===== src/rtl/miim_pkg.sv =====
// MDIO clause-22 management master: shared constants, field widths,
// FSM state enum and per-field bit-count helpers.
package miim_pkg;

    localparam int PHYAD_W = 5;
    localparam int REGAD_W = 5;
    localparam int DATA_W  = 16;
    localparam int PRE_LEN = 32;
    localparam int FRAME_W = 32;

    localparam logic [1:0] ST       = 2'b01;
    localparam logic [1:0] OP_READ  = 2'b10;
    localparam logic [1:0] OP_WRITE = 2'b01;
    localparam logic [1:0] TA_WRITE = 2'b10;

    typedef enum logic [3:0] {
        S_IDLE,
        S_PRE,
        S_ST,
        S_OP,
        S_PHYAD,
        S_REGAD,
        S_TA,
        S_DATA,
        S_DONE
    } miim_state_e;

    // Index of the last bit of a field (bit count minus one).
    function automatic logic [4:0] field_last(input miim_state_e s);
        logic [4:0] n;
        case (s)
            S_PRE:            n = 5'(PRE_LEN - 1);
            S_ST, S_OP, S_TA: n = 5'd1;
            S_PHYAD:          n = 5'(PHYAD_W - 1);
            S_REGAD:          n = 5'(REGAD_W - 1);
            S_DATA:           n = 5'(DATA_W - 1);
            default:          n = 5'd0;
        endcase
        return n;
    endfunction

    function automatic miim_state_e next_state(input miim_state_e s);
        miim_state_e n;
        case (s)
            S_PRE:   n = S_ST;
            S_ST:    n = S_OP;
            S_OP:    n = S_PHYAD;
            S_PHYAD: n = S_REGAD;
            S_REGAD: n = S_TA;
            S_TA:    n = S_DATA;
            S_DATA:  n = S_DONE;
            default: n = S_IDLE;
        endcase
        return n;
    endfunction

endpackage


===== src/rtl/miim_clkgen.sv =====
// MDC generator: phase counter p = 0..2*CLK_DIV-1 running while run_i.
// Ports: clk, rst (async high), run_i; mdc_o, tick_fall_o, tick_rise_o.
// The strobes are high in the cycle whose closing clk edge enters
// p = 0 (tick_fall_o) or p = CLK_DIV (tick_rise_o), so logic clocked
// on them changes exactly at the MDC edge.
module miim_clkgen #(
    parameter int CLK_DIV = 25
) (
    input  logic clk,
    input  logic rst,
    input  logic run_i,
    output logic mdc_o,
    output logic tick_fall_o,
    output logic tick_rise_o
);

    localparam logic [8:0] P_LAST = 9'(2 * CLK_DIV - 1);
    localparam logic [8:0] P_HALF = 9'(CLK_DIV);
    localparam logic [8:0] P_PRER = 9'(CLK_DIV - 1);

    logic [8:0] p_q;
    logic [8:0] p_d;
    logic       mdc_q;

    always_comb begin
        p_d = '0;
        if (run_i && (p_q != P_LAST)) begin
            p_d = p_q + 9'd1;
        end
    end

    always_ff @(posedge clk or posedge rst) begin
        if (rst) begin
            p_q   <= '0;
            mdc_q <= 1'b0;
        end else begin
            p_q   <= p_d;
            mdc_q <= (p_d >= P_HALF);
        end
    end

    assign mdc_o       = mdc_q;
    assign tick_fall_o = run_i && (p_q == P_LAST);
    assign tick_rise_o = run_i && (p_q == P_PRER);

endmodule


===== src/rtl/miim_ctrl.sv =====
// MDIO clause-22 master: one read/write frame per accepted command.
// Ports: cmd_* request (valid/ready), rsp_* result, mdc_o/mdio_o/
// mdio_oe/mdio_i PHY pins. Option MIIM_CTRL_PRE_SUPPRESS_EN sends the
// preamble only on the first frame after reset.
module miim_ctrl
    import miim_pkg::*;
#(
    parameter int CLK_DIV = 25
) (
    input  logic               clk,
    input  logic               rst,
    input  logic               cmd_valid,
    output logic               cmd_ready,
    input  logic               cmd_write,
    input  logic [PHYAD_W-1:0] cmd_phyad,
    input  logic [REGAD_W-1:0] cmd_regad,
    input  logic [DATA_W-1:0]  cmd_wdata,
    output logic               rsp_valid,
    output logic [DATA_W-1:0]  rsp_rdata,
    output logic               rsp_err,
    output logic               mdc_o,
    output logic               mdio_o,
    output logic               mdio_oe,
    input  logic               mdio_i
);

    miim_state_e        state_q;
    miim_state_e        nxt;
    logic [4:0]         cnt_q;
    logic [FRAME_W-1:0] sh_q;
    logic [DATA_W-1:0]  rx_q;
    logic [DATA_W-1:0]  rdata_q;
    logic               wr_q;
    logic               err_q;
    logic               rsp_err_q;
    logic               rsp_valid_q;
    logic               mdio_o_q;
    logic               mdio_oe_q;
    logic               run;
    logic               tick_fall;
    logic               tick_rise;
    logic [FRAME_W-1:0] frame_w;
`ifdef MIIM_CTRL_PRE_SUPPRESS_EN
    logic               pre_done_q;
`endif

    // Read frames carry all-ones in TA/DATA; the pins are released then.
    assign frame_w = {
        ST,
        cmd_write ? OP_WRITE : OP_READ,
        cmd_phyad,
        cmd_regad,
        cmd_write ? TA_WRITE : 2'b11,
        cmd_write ? cmd_wdata : {DATA_W{1'b1}}
    };

    assign run = (state_q != S_IDLE) && (state_q != S_DONE);
    assign nxt = next_state(state_q);

    miim_clkgen #(
        .CLK_DIV (CLK_DIV)
    ) u_clkgen (
        .clk         (clk),
        .rst         (rst),
        .run_i       (run),
        .mdc_o       (mdc_o),
        .tick_fall_o (tick_fall),
        .tick_rise_o (tick_rise)
    );

    always_ff @(posedge clk or posedge rst) begin
        if (rst) begin
            state_q     <= S_IDLE;
            cnt_q       <= '0;
            sh_q        <= '0;
            rx_q        <= '0;
            rdata_q     <= '0;
            wr_q        <= 1'b0;
            err_q       <= 1'b0;
            rsp_err_q   <= 1'b0;
            rsp_valid_q <= 1'b0;
            mdio_o_q    <= 1'b1;
            mdio_oe_q   <= 1'b0;
`ifdef MIIM_CTRL_PRE_SUPPRESS_EN
            pre_done_q  <= 1'b0;
`endif
        end else begin
            rsp_valid_q <= 1'b0;
            unique case (state_q)
                S_IDLE: begin
                    if (cmd_valid) begin
                        sh_q      <= frame_w;
                        wr_q      <= cmd_write;
                        err_q     <= 1'b0;
                        mdio_oe_q <= 1'b1;
`ifdef MIIM_CTRL_PRE_SUPPRESS_EN
                        pre_done_q <= 1'b1;
                        if (pre_done_q) begin
                            state_q  <= S_ST;
                            cnt_q    <= field_last(S_ST);
                            mdio_o_q <= frame_w[FRAME_W-1];
                        end else begin
                            state_q  <= S_PRE;
                            cnt_q    <= field_last(S_PRE);
                            mdio_o_q <= 1'b1;
                        end
`else
                        state_q  <= S_PRE;
                        cnt_q    <= field_last(S_PRE);
                        mdio_o_q <= 1'b1;
`endif
                    end
                end
                S_DONE: begin
                    state_q <= S_IDLE;
                end
                default: begin
                    // Sample on the MDC rising edge.
                    if (tick_rise && !wr_q) begin
                        if (state_q == S_TA && cnt_q == '0) begin
                            err_q <= mdio_i;
                        end
                        if (state_q == S_DATA) begin
                            rx_q <= {rx_q[DATA_W-2:0], mdio_i};
                        end
                    end
                    // Drive on the MDC falling edge (bit boundary).
                    if (tick_fall) begin
                        if (cnt_q != '0) begin
                            cnt_q <= cnt_q - 5'd1;
                            if (state_q != S_PRE) begin
                                sh_q     <= {sh_q[FRAME_W-2:0], 1'b0};
                                mdio_o_q <= sh_q[FRAME_W-2];
                            end
                        end else if (state_q == S_DATA) begin
                            state_q     <= S_DONE;
                            mdio_oe_q   <= 1'b0;
                            mdio_o_q    <= 1'b1;
                            rsp_valid_q <= 1'b1;
                            rsp_err_q   <= err_q;
                            if (!wr_q) begin
                                rdata_q <= rx_q;
                            end
                        end else begin
                            state_q <= nxt;
                            cnt_q   <= field_last(nxt);
                            // The ST bit is already at the top of sh_q.
                            if (state_q == S_PRE) begin
                                mdio_o_q <= sh_q[FRAME_W-1];
                            end else begin
                                sh_q     <= {sh_q[FRAME_W-2:0], 1'b0};
                                mdio_o_q <= sh_q[FRAME_W-2];
                            end
                            if (nxt == S_TA) begin
                                mdio_oe_q <= wr_q;
                            end
                        end
                    end
                end
            endcase
        end
    end

    assign cmd_ready = (state_q == S_IDLE);
    assign rsp_valid = rsp_valid_q;
    assign rsp_rdata = rdata_q;
    assign rsp_err   = rsp_err_q;
    assign mdio_o    = mdio_o_q;
    assign mdio_oe   = mdio_oe_q;

endmodule


===== config.mk =====
export PLATFORM = sky130hd
export DESIGN_NAME = miim_ctrl
export DESIGN_NICKNAME = d
export VERILOG_FILES = /design/src/rtl/miim_pkg.sv /design/src/rtl/miim_clkgen.sv /design/src/rtl/miim_ctrl.sv
export SDC_FILE = /design/constraint.sdc
export NUM_CORES = 1
export LEC_CHECK = 0
export ABC_CLOCK_PERIOD_IN_PS = 3900
export BUFFER_PORTS_ARGS = -buffer_cell sky130_fd_sc_hd__buf_2
export CELL_PAD_IN_SITES_DETAIL_PLACEMENT = 1
export CELL_PAD_IN_SITES_GLOBAL_PLACEMENT = 2
export CORE_ASPECT_RATIO = 0.5
export CORE_UTILIZATION = 39
export CTS_BUF_LIST = sky130_fd_sc_hd__clkbuf_4
export DETAILED_ROUTE_END_ITERATION = 12
export GPL_ROUTABILITY_DRIVEN = 0
export PLACE_DENSITY = 0.86
export SYNTH_ARGS = -nofsm -noshare
export SYNTH_HDL_FRONTEND = slang
export SYNTH_SLANG_ARGS = --single-unit

===== constraint.sdc =====
create_clock -name clk -period 3.9 [get_ports clk]
set_input_delay 0.78 -clock clk [delete_from_list [all_inputs] [get_ports clk]]
set_output_delay 0.78 -clock clk [all_outputs]
set_load 0.1 [all_outputs]

Word-level counts from Yosys, hierarchy flattened --
Cells that the tools add are included.
Cells by class: muxes and demuxes 43, eq/ne operators 26, bitwise logic cells 4, reduce and logical (&&, ||, !) cells 29, multipliers 0, add/sub/neg operators 2, $lt $le $gt $ge 1, shift-type cells 0, div/mod/pow operators 0
Operators by type and width (number):
- 2-to-1 mux 32 bit | 6
- case mux 32 bit (2 select lines) | 1
- equality test 4 x 3 -> 1 bit (second input constant) | 8
- case mux 4 bit (7 select lines) | 1
- 2-to-1 mux 5 bit | 4
- case mux 5 bit (4 select lines) | 1
- 2-to-1 mux 1 bit | 18
- equality test 4 x 2 -> 1 bit (second input constant) | 4
- 2-to-1 mux 16 bit | 1
- 2-to-1 mux 4 bit | 4
- AND reduction 4 bit | 4
- case mux 5 bit (2 select lines) | 1
- AND reduction 5 bit | 2
- adder 9 x 1 -> 9 bit (second input constant) | 1
- equality test 9 x 5 -> 1 bit (second input constant) | 1
- equality test 9 x 6 -> 1 bit (second input constant) | 1
- greater-or-equal comparator 9 x 5 -> 1 bit (second input constant) | 1
- 2-to-1 mux 9 bit | 1
- != test 3 x 2 -> 1 bit (second input constant) | 3
- != test 9 x 6 -> 1 bit (second input constant) | 1
- equality test 4 x 1 -> 1 bit (second input constant) | 2
- case mux 4 bit (2 select lines) | 1
- logical AND 1 bit | 6
- case mux 1 bit (2 select lines) | 3
- other kinds (20) | 29
Word-level totals: memory bits (read-only) 0, latch bits 0, memories 0, input port bits 31, memory bits (writable) 0, logic and storage cells 118, output and inout bits 22, bits in registers 89

Depth between registers and ports, before layout --
Gate-level depths: netlist (run 1).
word-level depth 9, gate-level depth with buffers 10, gate-level depth less buffers 7

Modules after synthesis --
A second synthesis (run 1) with hierarchy kept.
Unflattened totals: cell total of the unflattened synthesis 402, area total of the unflattened synthesis 4367.9 um^2
Modules (own cells, without submodules):
- miim_ctrl | area an instance 3747.3 um^2, sequential area each 1978.1 um^2, cells each 334, instances 1
- miim_clkgen | area an instance 620.6 um^2, sequential area each 250.2 um^2, cells each 68, instances 1

Worst setup path after synthesis (run 1) --
OpenSTA, ideal clock, no wires.
path kind reg-to-output, start register state_q[0], end output cmd_ready, slack 1.382 ns, arrival 1.738 ns, path buffers 1, data required time 3.120 ns, stages on the path, launching flop included 5, cell sequence dfrtp_1 > nor2_1 > nand2_1 > inv_2 > clkbuf_1
Between the ends: word-level cells in the longest chain between the ends 1
Ends and longest elaborated chain:
- from (decl) | line miim_ctrl.sv:27 | miim_state_e state_q;
- from (signal assigned) | line miim_ctrl.sv:145 | state_q <= nxt;
- zero test 4 bit | line miim_ctrl.sv:164 | assign cmd_ready = (state_q == S_IDLE);
- to (decl) | line miim_ctrl.sv:13 | output logic cmd_ready,
No other way between the ends.

Worst setup path in the final report (run 1) --
Same ends and word-level chain as after synthesis.

==> impl_metrics.toml, run 1 <==
[worst_setup_path]
ff2ff_setup_slack_ps = 1150
cp-end-kind = "output pin"
r2r_end = "sh_q[28]"
ff2ff_path_depth = 7
critPathKind = "reg2out"
r2r_start = "cnt_q[0]"
cp.required_ps = 3120
critPathArrivalTime_ps = 2260
worstSetupStartpointType = "flop"
cp_max_fo = 34

[power]
p_leak_nw = 2.20
ir_drop_mv = 0.137
p_clk_share_pct = 23.1
switchingPower_mw = 0.794
power_switching_share_pct = 34.5
internal_power_mw = 1.51
combinationalPowerShare_pct = 22.2
seqPwrFrac_pct = 54.6
p_per_area_nw_per_um2 = 492

[clock_network]
clockBufferDepth = 2
cts_tree = "done"
clkLatencyLatePin_ps = 440
htreeDepth = 3
cts-hold-fix-buffers = 0
post_cts_buffers = 0
clk_pin_slew_worst_paths_ps = 150
clockRootBuffer = "clkbuf_4"
clock-sinks = 89
cts_made_buffers = 9
cts-resized-gates = 0

[synthesis]
synth_seq_area_share_pct = 53.0
syn_inst = 396
synthTopCellsByCount = "dfrtp_1, nand2_1, o21ai_0"
syn_area_sq_um = 4200
synth_top_cell_area_share_pct = 52.4
ys_ff_latch = 89
synth.most_common_cell = "dfrtp_1"
synth_fp_nets = 431
yosysTopAreaCell = "dfrtp_1"
ys_async_sr_fraction_pct = 100
dominantRegCellSynth = "dfrtp_1"
synth_area_per_cell_sq_um = 10.6
synth_edf_count = 0
synth_cell_type_count = 52
synthTopCellsByArea = "dfrtp_1, mux2_1, nand2_1, o21ai_0, o21ai_1"
synth.yosys.warnings = 0

[routing]
drc_errors = 0
dr.pass1.iters = 4
wl_per_cell_um = 15.0
drtIter0Drc = 122
dr_total_vias = 2977
viasPerCell = 5.09
ant_nets = 0
wirelength_mm = 8.78

[place]
portBuffers = 52
place_hpwl_mm = 5.94

[die]
die_y_um = 75.4
io_pins = 53
fp.dieW_um = 149
dieArea_sq_um = 11200
start_util_pct = 40.6
core.rowCount = 26
core_region_area_sq_um = 10300

[sta]
slew_violations = 0
timing.fmax_mhz = 329
period_needed_ps = 3040
clock_skew_ps = 13.7
rsz0062_at_grt = "false"
period_share_pct = 77.8
hold_viol = 0
finalSetupViolCount = 0
relSlewSlack_pct = 30.9
worst_pin_slew_ps = 1040
tns_ps = 0

[outcome]
status = "complete, no violations"

[min_path]
hold_path_class = "in2async"

[final_layout]
fin_util_pct = 45.2
areaGrowthSynthToFinish_pct = 11.3
drive_above_1_share_pct = 21.6
fin_nets = 474

[job]
maxCapViolCount = 0

[global_routing]
track_usage_pct = 17.1
grt_pass1_vias = 3082
grt.overflow.total = 0
grt_max_degree = 65
grt_pass1_wl_mm = 15.0
grt_antenna_before_repair = 1
worst max-delay path, stage by stage (launching register included):
cell	delay [ps]
dfrtp_1	550
nor2_1	200
nand2_1	110
inv_2	70
buf_4	350
buf_2	510
metal layers:
layer	GRT usage, %	vias up	wire, um
li1	-	1477	-
met2	27.7	45	4050
met4	4.54	0	67
met3	4.37	8	278
met5	0	-	0
met1	23.2	1447	4390
power by group through the flow:
stage / Combinational (mW) / Sequential (mW) / Clock [mW]
floorplan: 0.371 / 1.29 / 0
global placement: 0.504 / 1.27 / 0
detailed placement: 0.530 / 1.27 / 0
CTS: 0.527 / 1.26 / 0.566
global route: 0.596 / 1.28 / 0.599
finish: 0.512 / 1.26 / 0.533
worst max path at each step:
| stage | from | end | slack [ps] | cells after the start |
|---|---|---|---|---|
| final | state_q[0] | cmd_ready | 860 | 5 |
| after global routing | state_q[0] | cmd_ready | 690 | 5 |
| after CTS | state_q[0] | cmd_ready | 790 | 5 |
| after detailed placement | cnt_q[0] | sh_q[28] | 1110 | 7 |
| after global placement | state_q[0] | sh_q[28] | 1220 | 5 |
| after floorplan | rst | cnt_q[0] | 810 | 1 |
flip-flops by register name, indices dropped and copies added, names as in the netlist, 4 cells and up:
register	cells
state_q	4
cnt_q	5
rx_q	16
u_clkgen.p_q	9
rsp_rdata	16
sh_q	32
placed cells by master, fill, tap and decap left out, types with 2 or more instances in the layout:
master	Yosys	final
clkbuf_4	0	9
o21ai_1	31	31
inv_1	9	8
mux2_1	20	20
a21o_1	2	2
nor3_1	3	3
nand2_1	50	50
a21oi_1	9	9
and3_1	2	2
clkinv_2	0	2
nand4b_1	3	3
nand3b_1	2	2
ha_1	4	4
buf_4	2	3
clkinv_4	0	2
xnor2_1	6	6
o21ai_0	36	36
nor4_4	2	2
o31ai_1	2	2
buf_2	2	52
inv_6	0	2
dfrtp_1	88	88
nor2_1	22	22
xor2_1	4	4
mux2i_1	10	10
nor4b_1	2	2
nand3_1	6	6
mux2_2	13	13
a31oi_1	3	3
or3_1	20	19
cell families after synthesis:
kind of cell,synth area share [%]
and+or+nand+nor,15.2
AOI/OAI and AO/OA,12.8
DFF,53.0
muxes,11.2
buffers and inverters,4.52
xor gates and xnor gates,2.08
adders and majority gates,1.19
per-stage QoR:
step / setup slack [ps] / area [sq um] / power, mW / hold WS [ps] / instances
finish: 864 / 4680 / 2.30 / 418 / 585
global route: 687 / 4680 / 2.48 / 437 / 585
CTS: 790 / 4680 / 2.35 / 410 / 584
detailed placement: 1110 / 4530 / 1.80 / 471 / 568
global placement: 1220 / 4530 / 1.77 / 462 / 568
floorplan: 815 / 4200 / 1.66 / 444 / 396
final cells by class:
cell class	instances	area (sq um)
diodes	1	2.50
clock buffers	9	67.6
clock inverters	7	77.6
fillers	1181	5670
inverters	10	38.8
multi-input cells	273	1790
flip-flops and latches	89	2230
well taps	140	175
repair buffers	56	303
Power figures use the tool's default switching activity.
==> run 2: changes to the inputs <==
--- a/config.mk
+++ b/config.mk
@@ -5,7 +5,7 @@
 export SDC_FILE = /design/constraint.sdc
 export NUM_CORES = 1
 export LEC_CHECK = 0
-export ABC_CLOCK_PERIOD_IN_PS = 3900
+export ABC_CLOCK_PERIOD_IN_PS = 2860
 export BUFFER_PORTS_ARGS = -buffer_cell sky130_fd_sc_hd__buf_2
 export CELL_PAD_IN_SITES_DETAIL_PLACEMENT = 1
 export CELL_PAD_IN_SITES_GLOBAL_PLACEMENT = 2
==> constraint.sdc (replaced) <==
create_clock -name clk -period 2.86 [get_ports clk]
set_input_delay 0.572 -clock clk [delete_from_list [all_inputs] [get_ports clk]]
set_output_delay 0.572 -clock clk [all_outputs]
set_load 0.1 [all_outputs]
==> impl_metrics.toml, run 2 (synthesis results as in run 1) <==
[outcome]
status = "complete, no violations"

[worst_setup_path]
critPathTopFamily = "buffers and inverters"
cp.required_ps = 2290
critPathArrivalTime_ps = 1980
critPathKind = "reg2out"
critPathMaxStageDelay_ps = 560
cp_max_fo = 34
crit_chain = "nor2_1 > nand2_1 > inv_2 > buf_4 > buf_12"
crit_buf_inv = 3
crit_slowest_cell = "dfrtp_1"
worstSetupStartpointType = "flop"
cp-end-kind = "output pin"

[final_layout]
stdcell_count = 593
final_cell_mix = "dfrtp_1, buf_2, nand2_1"
areaGrowthSynthToFinish_pct = 14.7
layout_commonest_cell = "dfrtp_1"
largest_register_ffs = 32
diodes = 0
drive_above_1_share_pct = 23.2
largest-register = "sh_q"
fin_nets = 483

[sta]
slew_violations = 0
period_needed_ps = 2550
finalSetupViolCount = 0
rsz0062_at_grt = "false"
timing.hold.ws_ps = 234
hold_viol = 0
period_share_pct = 89.1
timing.fmax_mhz = 392
tns_ps = 0
clock_skew_ps = 24.1
relSlewSlack_pct = 51.5
worst_pin_slew_ps = 726

[routing]
wirelength_mm = 9.13
drtIter0Drc = 103
dr.pass1.iters = 5
dr_total_vias = 3057
wl_per_cell_um = 15.4
drc_errors = 0
viasPerCell = 5.16
ant_nets = 0

[place]
dpl.cell_count = 577
portBuffers = 52
place_hpwl_mm = 6.32

[clock_network]
cts-resized-gates = 0
clk_pin_slew_worst_paths_ps = 150
cts_tree = "done"
cts_made_buffers = 9
cts-hold-fix-buffers = 0
clockBufferDepth = 2
clock-sinks = 89
clkLatencyLatePin_ps = 430
htreeDepth = 3
post_cts_buffers = 0
clockRootBuffer = "clkbuf_4"

[die]
dieArea_sq_um = 11200
fp.dieW_um = 149
die_y_um = 75.4
io_pins = 53
start_util_pct = 40.6
core.rowCount = 26
core_region_area_sq_um = 10300

[power]
p_per_area_nw_per_um2 = 675
p_leak_nw = 2.26
ir_drop_mv = 0.247

[global_routing]
grt_antenna_before_repair = 0
grt_pass1_wl_mm = 15.4
grt_max_degree = 35
track_usage_pct = 17.6
grt.overflow.total = 0
grt_pass1_vias = 3064

[min_path]
hold_path_class = "in2async"

[job]
maxCapViolCount = 0
## run 2: changes by cell type in the layout (fill, tap and decap cells not counted)
cell and delta:
clkinvlp_4 +2, bufinv_16 +1, buf_12 +4, buf_4 +6, diode_2 -1, clkinv_4 -1
buf_2 -1, clkinv_2 -2
## run 2: path summary, 6_finish.rpt
check	slack, ps	to	startpoint	depth (start not counted)
min	230	rx_q[15]	rst	2
max	310	cmd_ready	state_q[0]	5
max in group asynchronous	1970	mdio_o	rst	3
max reg2reg	480	sh_q[29]	u_clkgen.p_q[2]	6
min reg2reg	500	sh_q[0]	sh_q[0]	2
min in group clk	380	rx_q[0]	mdio_i	2
## run 2: where the power goes
group	switching (mW)	total (mW)	internal, mW
registers	0.209	1.72	1.51
logic	0.440	0.723	0.283
clock network	0.448	0.810	0.362
## run 2: metrics by stage
step                      setup slack [ps]  util, %  power (mW)  instance area, sq um
after floorplan                        550        -        2.26                  4210
after global placement                 568     45.0        2.43                  4650
after detailed placement               505     45.0        2.48                  4650
after CTS                              264     46.6        3.30                  4820
after global routing                   188     46.6        3.48                  4820
final                                  312     46.6        3.26                  4820
## run 2: final cells by class
type                            instances  area [sq um]
Timing Repair Buffer                   65           423
Tap cell                              140           175
Fill cell                            1183          5520
Clock inverter                          7           101
Sequential cell                        89          2230
Inverter                               10          41.3
Multi-Input combinational cell        273          1790
Clock buffer                            9          67.6
## run 2: worst register-to-register path, cell delays in order, from the launching register on
cell and delay (ps):
dfrtp_1 500, nor4_4 440, a32oi_2 180, or3_2 740, buf_12 270, nand2_1 60
o21ai_1 70
## run 2: routing by layer
metal / vias to the layer above / share of wire, % / GRT usage [%] / wire (um)
met2: 46 / 47 / 29.8 / 4320
li1: 1495 / - / - / -
met4: 0 / 0.46 / 3.06 / 42
met3: 5 / 2.7 / 3.77 / 250
met1: 1511 / 50 / 24.0 / 4520
met5: - / 0 / 0 / 0
